<file path="config.mk">
export PLATFORM = sky130hd
export DESIGN_NAME = uart_tx_arbiter
export DESIGN_NICKNAME = d
export VERILOG_FILES = /design/src/rtl/uart_tx_arbiter.sv
export SDC_FILE = /design/constraint.sdc
export NUM_CORES = 1
export LEC_CHECK = 0
export CAP_MARGIN = 5
export CORE_MARGIN = 1
export CORE_UTILIZATION = 37
export DETAILED_ROUTE_END_ITERATION = 8
export PLACE_DENSITY_LB_ADDON = 0.1
export SLEW_MARGIN = 20
export SYNTH_ARGS = -nofsm -noshare
export SYNTH_HDL_FRONTEND = slang
export SYNTH_SLANG_ARGS = --single-unit
</file>
<file path="constraint.sdc">
create_clock -name CLK -period 1.8 [get_ports CLK]
set_clock_uncertainty 0.2 [all_clocks]
set_input_delay 0.18 -clock CLK [delete_from_list [all_inputs] [get_ports CLK]]
set_output_delay 0.18 -clock CLK [all_outputs]
set_load 0.02 [all_outputs]
</file>
<file path="src/rtl/uart_tx_arbiter.sv">
// uart_tx_arbiter: round-robin arbiter that serialises N byte requesters onto one UART core write port.
// Optional packet lock (no interleaving until REQ_LAST) is enabled by defining UART_TX_ARB_PKT_LOCK_EN.
module uart_tx_arbiter #(
  parameter int NUM_REQ    = 4,
  parameter int SETTLE_CYC = 3
) (
  input  logic                   CLK,
  input  logic                   RESET_N,
  input  logic [NUM_REQ-1:0]     REQ,
  input  logic [8*NUM_REQ-1:0]   REQ_DATA,
  input  logic [NUM_REQ-1:0]     REQ_LAST,
  output logic [NUM_REQ-1:0]     ACK,
  output logic [NUM_REQ-1:0]     GRANT,
  output logic                   UART_CSN,
  output logic                   UART_WEN,
  output logic [7:0]             UART_DATA_IN,
  input  logic                   UART_TXRDY,
  output logic                   BUSY
);
  localparam int PW = $clog2(NUM_REQ);
  typedef enum logic [1:0] {IDLE, WRITE, SETTLE, WAIT_RDY} state_t;
  state_t state_q, state_d;
  logic [PW-1:0] ptr_q, ptr_d, win_q, win_d, sel, idx, nxt;
  logic [NUM_REQ-1:0] grant_q, grant_d, ack_q, ack_d, elig;
  logic csn_q, csn_d, wen_q, wen_d, found;
  logic [7:0] data_q, data_d;
  logic [3:0] cnt_q, cnt_d;
`ifdef UART_TX_ARB_PKT_LOCK_EN
  logic lock_q, lock_d, last_q, last_d;
`else
  logic unused_last;
  assign unused_last = ^REQ_LAST;
`endif
  always_comb begin
`ifdef UART_TX_ARB_PKT_LOCK_EN
    elig = lock_q ? (REQ & grant_q) : REQ;
`else
    elig = REQ;
`endif
    found = 1'b0;
    sel = '0;
    idx = '0;
    for (int i = 0; i < NUM_REQ; i++) begin
      idx = PW'((int'(ptr_q) + i) % NUM_REQ);
      if (!found && elig[idx]) begin
        found = 1'b1;
        sel = idx;
      end
    end
    nxt = (win_q == PW'(NUM_REQ - 1)) ? '0 : win_q + PW'(1);
  end
  always_comb begin
    state_d = state_q;
    ptr_d = ptr_q;
    win_d = win_q;
    grant_d = grant_q;
    ack_d = '0;
    csn_d = 1'b1;
    wen_d = 1'b1;
    data_d = data_q;
    cnt_d = cnt_q;
`ifdef UART_TX_ARB_PKT_LOCK_EN
    lock_d = lock_q;
    last_d = last_q;
`endif
    case (state_q)
      IDLE: if (UART_TXRDY && found) begin
        state_d = WRITE;
        win_d = sel;
        grant_d = NUM_REQ'(1) << sel;
        ack_d = NUM_REQ'(1) << sel;
        csn_d = 1'b0;
        wen_d = 1'b0;
        data_d = REQ_DATA[{sel, 3'b000} +: 8];
`ifdef UART_TX_ARB_PKT_LOCK_EN
        last_d = REQ_LAST[sel];
`endif
      end
      WRITE: begin
        state_d = SETTLE;
        cnt_d = 4'(SETTLE_CYC - 1);
`ifdef UART_TX_ARB_PKT_LOCK_EN
        lock_d = !last_q;
        ptr_d = last_q ? nxt : ptr_q;
`else
        ptr_d = nxt;
`endif
      end
      SETTLE: if (cnt_q == 4'd0) state_d = WAIT_RDY;
              else cnt_d = cnt_q - 4'd1;
      WAIT_RDY: if (UART_TXRDY) begin
        state_d = IDLE;
`ifdef UART_TX_ARB_PKT_LOCK_EN
        grant_d = lock_q ? grant_q : '0;
`else
        grant_d = '0;
`endif
      end
      default: state_d = IDLE;
    endcase
  end
  always_ff @(posedge CLK) begin
    if (!RESET_N) begin
      state_q <= IDLE;
      ptr_q <= '0;
      win_q <= '0;
      grant_q <= '0;
      ack_q <= '0;
      csn_q <= 1'b1;
      wen_q <= 1'b1;
      data_q <= 8'h00;
      cnt_q <= 4'd0;
`ifdef UART_TX_ARB_PKT_LOCK_EN
      lock_q <= 1'b0;
      last_q <= 1'b0;
`endif
    end else begin
      state_q <= state_d;
      ptr_q <= ptr_d;
      win_q <= win_d;
      grant_q <= grant_d;
      ack_q <= ack_d;
      csn_q <= csn_d;
      wen_q <= wen_d;
      data_q <= data_d;
      cnt_q <= cnt_d;
`ifdef UART_TX_ARB_PKT_LOCK_EN
      lock_q <= lock_d;
      last_q <= last_d;
`endif
    end
  end
  assign ACK = ack_q;
  assign GRANT = grant_q;
  assign UART_CSN = csn_q;
  assign UART_WEN = wen_q;
  assign UART_DATA_IN = data_q;
  assign BUSY = state_q != IDLE;
endmodule
</file>
[Word-level counts from Yosys, hierarchy flattened]
Cells that the tools add are included.
Storage, ports and cells
  register bits: 27
  output and inout bits: 19
Cells by class
  add/subtract/negate cells: 5
  $lt $le $gt $ge: 4
  equal/unequal tests: 8
  shift-type cells: 2
  mux-type cells: 27
  reductions and logical operators: 18
Operators by type and width (number)
  $shiftx 32x6->8: 1
  $mux 2: 8
  $pmux 4 s2: 2
  $lt 2x3->1 const B: 4
  $mux 4: 3
  $mux 1: 9
  $reduce_and 3->1: 3
  $bmux 1 s2: 4
  $ne 2x2->1 const B: 4
  $pmux 2 s4: 1
  $eq 2x2->1 const B: 3
  $reduce_and 2->1: 3
  $reduce_bool 2->1: 3
  $add 2x1->2 const B: 2
  $add 2x2->2 const B: 2
  $logic_and 1x1->1: 4
  $logic_not 4->1: 1
  $shl 1x2->4 const A: 1
  $sub 4x1->4 const B: 1
  $logic_not 1->1: 3
  $eq 2x1->1 const B: 1
  $logic_not 2->1: 1

[Depth between registers and ports, before layout]
Gate-level depths: netlist of run 1.
  depth in word-level cells: 15
  depth in mapped cells: 7

[Worst setup path before layout of run 1]
No wires, ideal clock.
  path kind: register -> register
  from: reg cnt_q[0]
  to: reg state_q[1]
  library setup time: 0.116 ns
  data arrival time: 1.442 ns
  setup slack: 0.042 ns
  cell stages (with the launch flop): 8
  path buffers: 0
  period minus slack after synthesis: 1.758 ns
  cells stage by stage: dfxtp_1 -> inv_1 -> ha_1 -> inv_1 -> o31ai_2 -> a21boi_0 -> mux2i_1 -> nor2b_1
On the way
  longest elaborated chain between the ends: 3
RTL lines
  start: declaration: line 27  | logic [3:0] cnt_q, cnt_d;
  start signal: assignment: line 126  | cnt_q <= cnt_d;
  $logic_not 4->1: line 89  | SETTLE: if (cnt_q == 4'd0) state_d = WAIT_RDY;
  $ne 2x2->1 (no source line)
  $reduce_and 3->1 (no source line)
  end signal: assignment: line 118  | state_q <= state_d;
  end: declaration: line 22  | state_t state_q, state_d;
Every way passes these cells.
A chain may end at the register's enable or synchronous reset.

[Worst setup path after layout of run 1]
  from: reg ptr_q[1]
  to: reg data_q[5], in the netlist UART_DATA_IN[5]
On the way
  longest elaborated chain between the ends: 14
  elaborated cells between the ends (all ways): 28
  those cells by class: add/sub (3); shift (1); mux (16); reduce/logical (8)
RTL lines
  start: declaration: line 23  | logic [PW-1:0] ptr_q, ptr_d, win_q, win_d, sel, idx, nxt;
  start signal: assignment: line 119  | ptr_q <= ptr_d;
  parallel branches: the longest is 14 deep, another holds $add 2x1->2
  end signal: assignment: line 125  | data_q <= data_d;
  end: declaration: line 26  | logic [7:0] data_q, data_d;
Several ways; the timed one is not identified. The select of a mux whose other input is x is not followed.

==> impl_metrics.py, run 1 <==
metrics = {
    "cts": {
        "clkTransAtPathRegs_ns": 0.10,
        "cts_tree": "yes",
        "cts.sinks": 27,
        "clock_path_buffers": 2,
        "numCtsBuffers": 3,
        "cts_hold_buffers": 0,
        "root_buffer": "clkbuf_8",
        "clock_latency_ns": 0.28,
        "cts-htree-levels": 1,
    },
    "finish": {
        "layout-drive-gt1-share_pct": 19.83,
        "nFillCells": 318,
        "final_nets": 283,
        "final_cells": 280,
        "area_delta_synth_final_pct": 63.30,
        "antennaDiodeCount": 0,
    },
    "yosys": {
        "ys_seq_elements": 27,
        "netlist_area_um2": 1411,
        "yosys.cell_types.count": 39,
        "syn_avg_cell_area_um2": 8.933,
        "synthCells": 158,
        "yosysSeqAreaShare_pct": 38.30,
        "synth_nets": 208,
        "yosys_warnings": 0,
    },
    "sta": {
        "slew_headroom_pct": 74.31,
        "max_freq_ghz": 0.5654,
        "slew_violations": 0,
        "period_share_pct": 98.25,
        "period_needed_ns": 1.769,
        "hold_viol": 0,
        "setup_viol": 0,
        "tightest_slew_ns": 0.3839,
        "setup_ws_ns": 0.03144,
        "rsz0062_at_grt": "yes",
    },
    "grt": {
        "grt_pass1_wl_um": 5768,
        "antenna_found_initial": 0,
        "grt_max_degree": 17,
        "grt_use_total_pct": 17.97,
        "overflow": 0,
        "grt_pass1_vias": 1348,
    },
    "routing": {
        "ant_nets": 0,
        "wl_um": 3847,
        "drt_iter0_markers": 69,
        "wl_per_cell_um": 13.74,
        "drc": 0,
        "drt-vias-per-instance": 5.321,
        "dr.pass1.iters": 5,
        "vias": 1490,
    },
    "setup_path": {
        "crit_path_max_fanout": 7,
        "cp-start-kind": "register",
        "r2r_slack_ns": 0.03,
        "end_kind": "register",
        "arrival_ns": 1.73,
        "criticalPathCategory": "register to register",
        "r2r-start": "ptr_q[1]",
        "reg2regPathDepth": 5,
        "required_ns": 1.76,
        "reg2reg_to": "UART_DATA_IN[5]",
    },
    "min_path": {
        "min_path_cells": 3,
        "min_path_type": "input pin to register",
        "hp-start": "REQ_DATA[17]",
        "min_to": "UART_DATA_IN[1]",
    },
    "placed_design": {
        "pre_cts_slack_ns": -0.3021,
        "placed_cells": 274,
        "gp_congestion": 0.8153,
        "dpl.hpwl_um": 2933,
        "port_buffers": 57,
    },
    "power": {
        "peakVddDrop_v": 0.0004368,
        "power.leakage_nw": 0.9357,
        "power.density_nw_per_um2": 1059,
    },
    "die": {
        "core-area_um2": 3661,
        "pin_count": 62,
        "die_h_um": 63.76,
        "die_w_um": 63.76,
        "die-area_um2": 4065,
        "start_util_pct": 38.55,
        "num_rows": 22,
    },
    "status": {
        "status": "completed",
    },
    "flow_run": {
        "drv_cap": 0,
    },
}
final cells by class:
cell class	count	area [um2]	area share, %
inverters	12	45.04	1.954
clock inverters	1	7.507	0.3257
clock buffers	3	41.29	1.792
flip-flops and latches	27	545.5	23.67
multi-input cells	110	843.3	36.59
repair buffers	79	762.0	33.06
well taps	48	60.06	2.606
power breakdown:
group          switching, W  leakage [nW]  total [W]  internal (W)
clock network      0.000196        0.0217   0.000354      0.000157
registers         0.0000979         0.222   0.000824      0.000727
logic              0.000614         0.692    0.00126      0.000649
total              0.000908         0.936    0.00244       0.00153
stage by stage:
step | hold WS, ns | utilization, % | setup TNS, ns | total power [W] | cell area, um2
6_report | 0.2603 | 62.95 | 0 | 0.002441 | 2305
5_1_grt | 0.2680 | 62.95 | -0.004720 | 0.002579 | 2305
4_1_cts | 0.2600 | 60.59 | 0 | 0.002359 | 2218
3_5_place_dp | 0.2677 | 59.30 | -4.891 | 0.002020 | 2171
3_3_place_gp | 0.2649 | 59.30 | -4.277 | 0.001975 | 2171
2_1_floorplan | 0.1355 | - | 0 | 0.001486 | 1411
flip-flops by register name (all words and copies together) (netlist names):
signal,flops
ACK,4
GRANT,4
UART_DATA_IN,8
UART_WEN,1
cnt_q,4
ptr_q,2
state_q,2
win_q,2
worst max-delay path, stage by stage, from the launching register on:
cell	delay (ns)
dfxtp_4	0.39
buf_4	0.16
nor2b_1	0.13
o31a_1	0.32
a222oi_1	0.32
a31oi_1	0.13
cell families (layout without fill, tap and decap cells):
family	after synthesis	after routing	share of synthesized area, %
XOR/XNOR	2	2	1.241
AO/OA/AOI/OAI	52	53	28.01
flip-flops	27	27	38.30
AND/OR/NAND/NOR	45	45	17.11
buffers and inverters	22	95	7.003
multiplexers	3	3	2.128
adder cells (fa/ha/maj)	7	7	6.205
cell usage after synthesis, drive strengths merged:
cell type,n,share of area (%)
a21boi,5,3.2
a21oi,4,1.4
a222oi,8,5.7
a22o,4,2.5
a31oi,9,4.0
and2,1,0.44
and3,2,1.2
buf,7,3.0
clkbuf,3,0.80
dfxtp,27,38
ha,7,6.2
inv,12,3.2
mux2i,3,2.1
nand2,15,4.5
nand2b,4,2.3
nand3,2,0.71
nor2,9,2.4
nor2b,8,3.5
nor3,2,0.71
nor4,1,0.44
o2111ai,1,0.62
o211a,1,0.71
o21a,1,0.53
o21ai,13,4.6
o221a,2,1.6
o221ai,1,0.62
o2bb2ai,1,1.1
o31a,1,0.62
o31ai,1,0.89
or4,1,0.80
xnor2,2,1.2
repair_timing:
item / CTS / global route
resized for setup: 1 / 22
setup endpoints to repair: 1 / 18
gates cloned: 0 / 1
endpoints found under the hold margin: 0 / 0
pin swaps: 0 / 14
buffers inserted: 0 / 1
per-layer routing:
metal	up-vias	routed length (um)	GRT usage (%)
met3	6	224	3.393
met1	711	1644	21.37
met4	0	62	7.955
li1	726	-	-
met2	47	1916	31.12
met5	-	0	0
worst max path at each step:
stage,startpoint,to,slack [ns],cells after the start
floorplan,cnt_q[0],state_q[1],0.04,7
global placement,REQ[2],UART_DATA_IN[4],-0.27,6
detailed placement,REQ[2],UART_DATA_IN[4],-0.30,6
CTS,REQ[2],UART_DATA_IN[4],0.006,6
global route,ptr_q[1],UART_DATA_IN[5],-0.004,5
finish,ptr_q[1],UART_DATA_IN[5],0.03,5
cells in the final DEF (no fill, tap or decap), types with 2 or more instances in the layout:
cell type	instances
nor2b_1	7
o21ai_0	9
clkbuf_8	3
xnor2_1	2
buf_4	19
o21ai_1	4
ha_1	7
dfxtp_1	25
a21boi_2	3
a222oi_1	8
inv_1	12
clkdlybuf4s50_1	55
nand2b_1	3
mux2i_1	3
nand3_1	2
a31oi_1	8
nor2_1	8
a21oi_1	4
nor3_1	2
a22o_1	4
nand2_1	14
buf_12	2
Note: power is estimated with default switching activity, not from simulation.
==> run 2: changes to the inputs <==
--- a/config.mk
+++ b/config.mk
@@ -9,6 +9,7 @@
 export CORE_MARGIN = 1
 export CORE_UTILIZATION = 37
 export DETAILED_ROUTE_END_ITERATION = 8
+export GPL_ROUTABILITY_DRIVEN = 1
 export PLACE_DENSITY_LB_ADDON = 0.1
 export SLEW_MARGIN = 20
 export SYNTH_ARGS = -nofsm -noshare
==> results of run 2 <==
Final layout, timing and power as in run 1 (identical DEF).
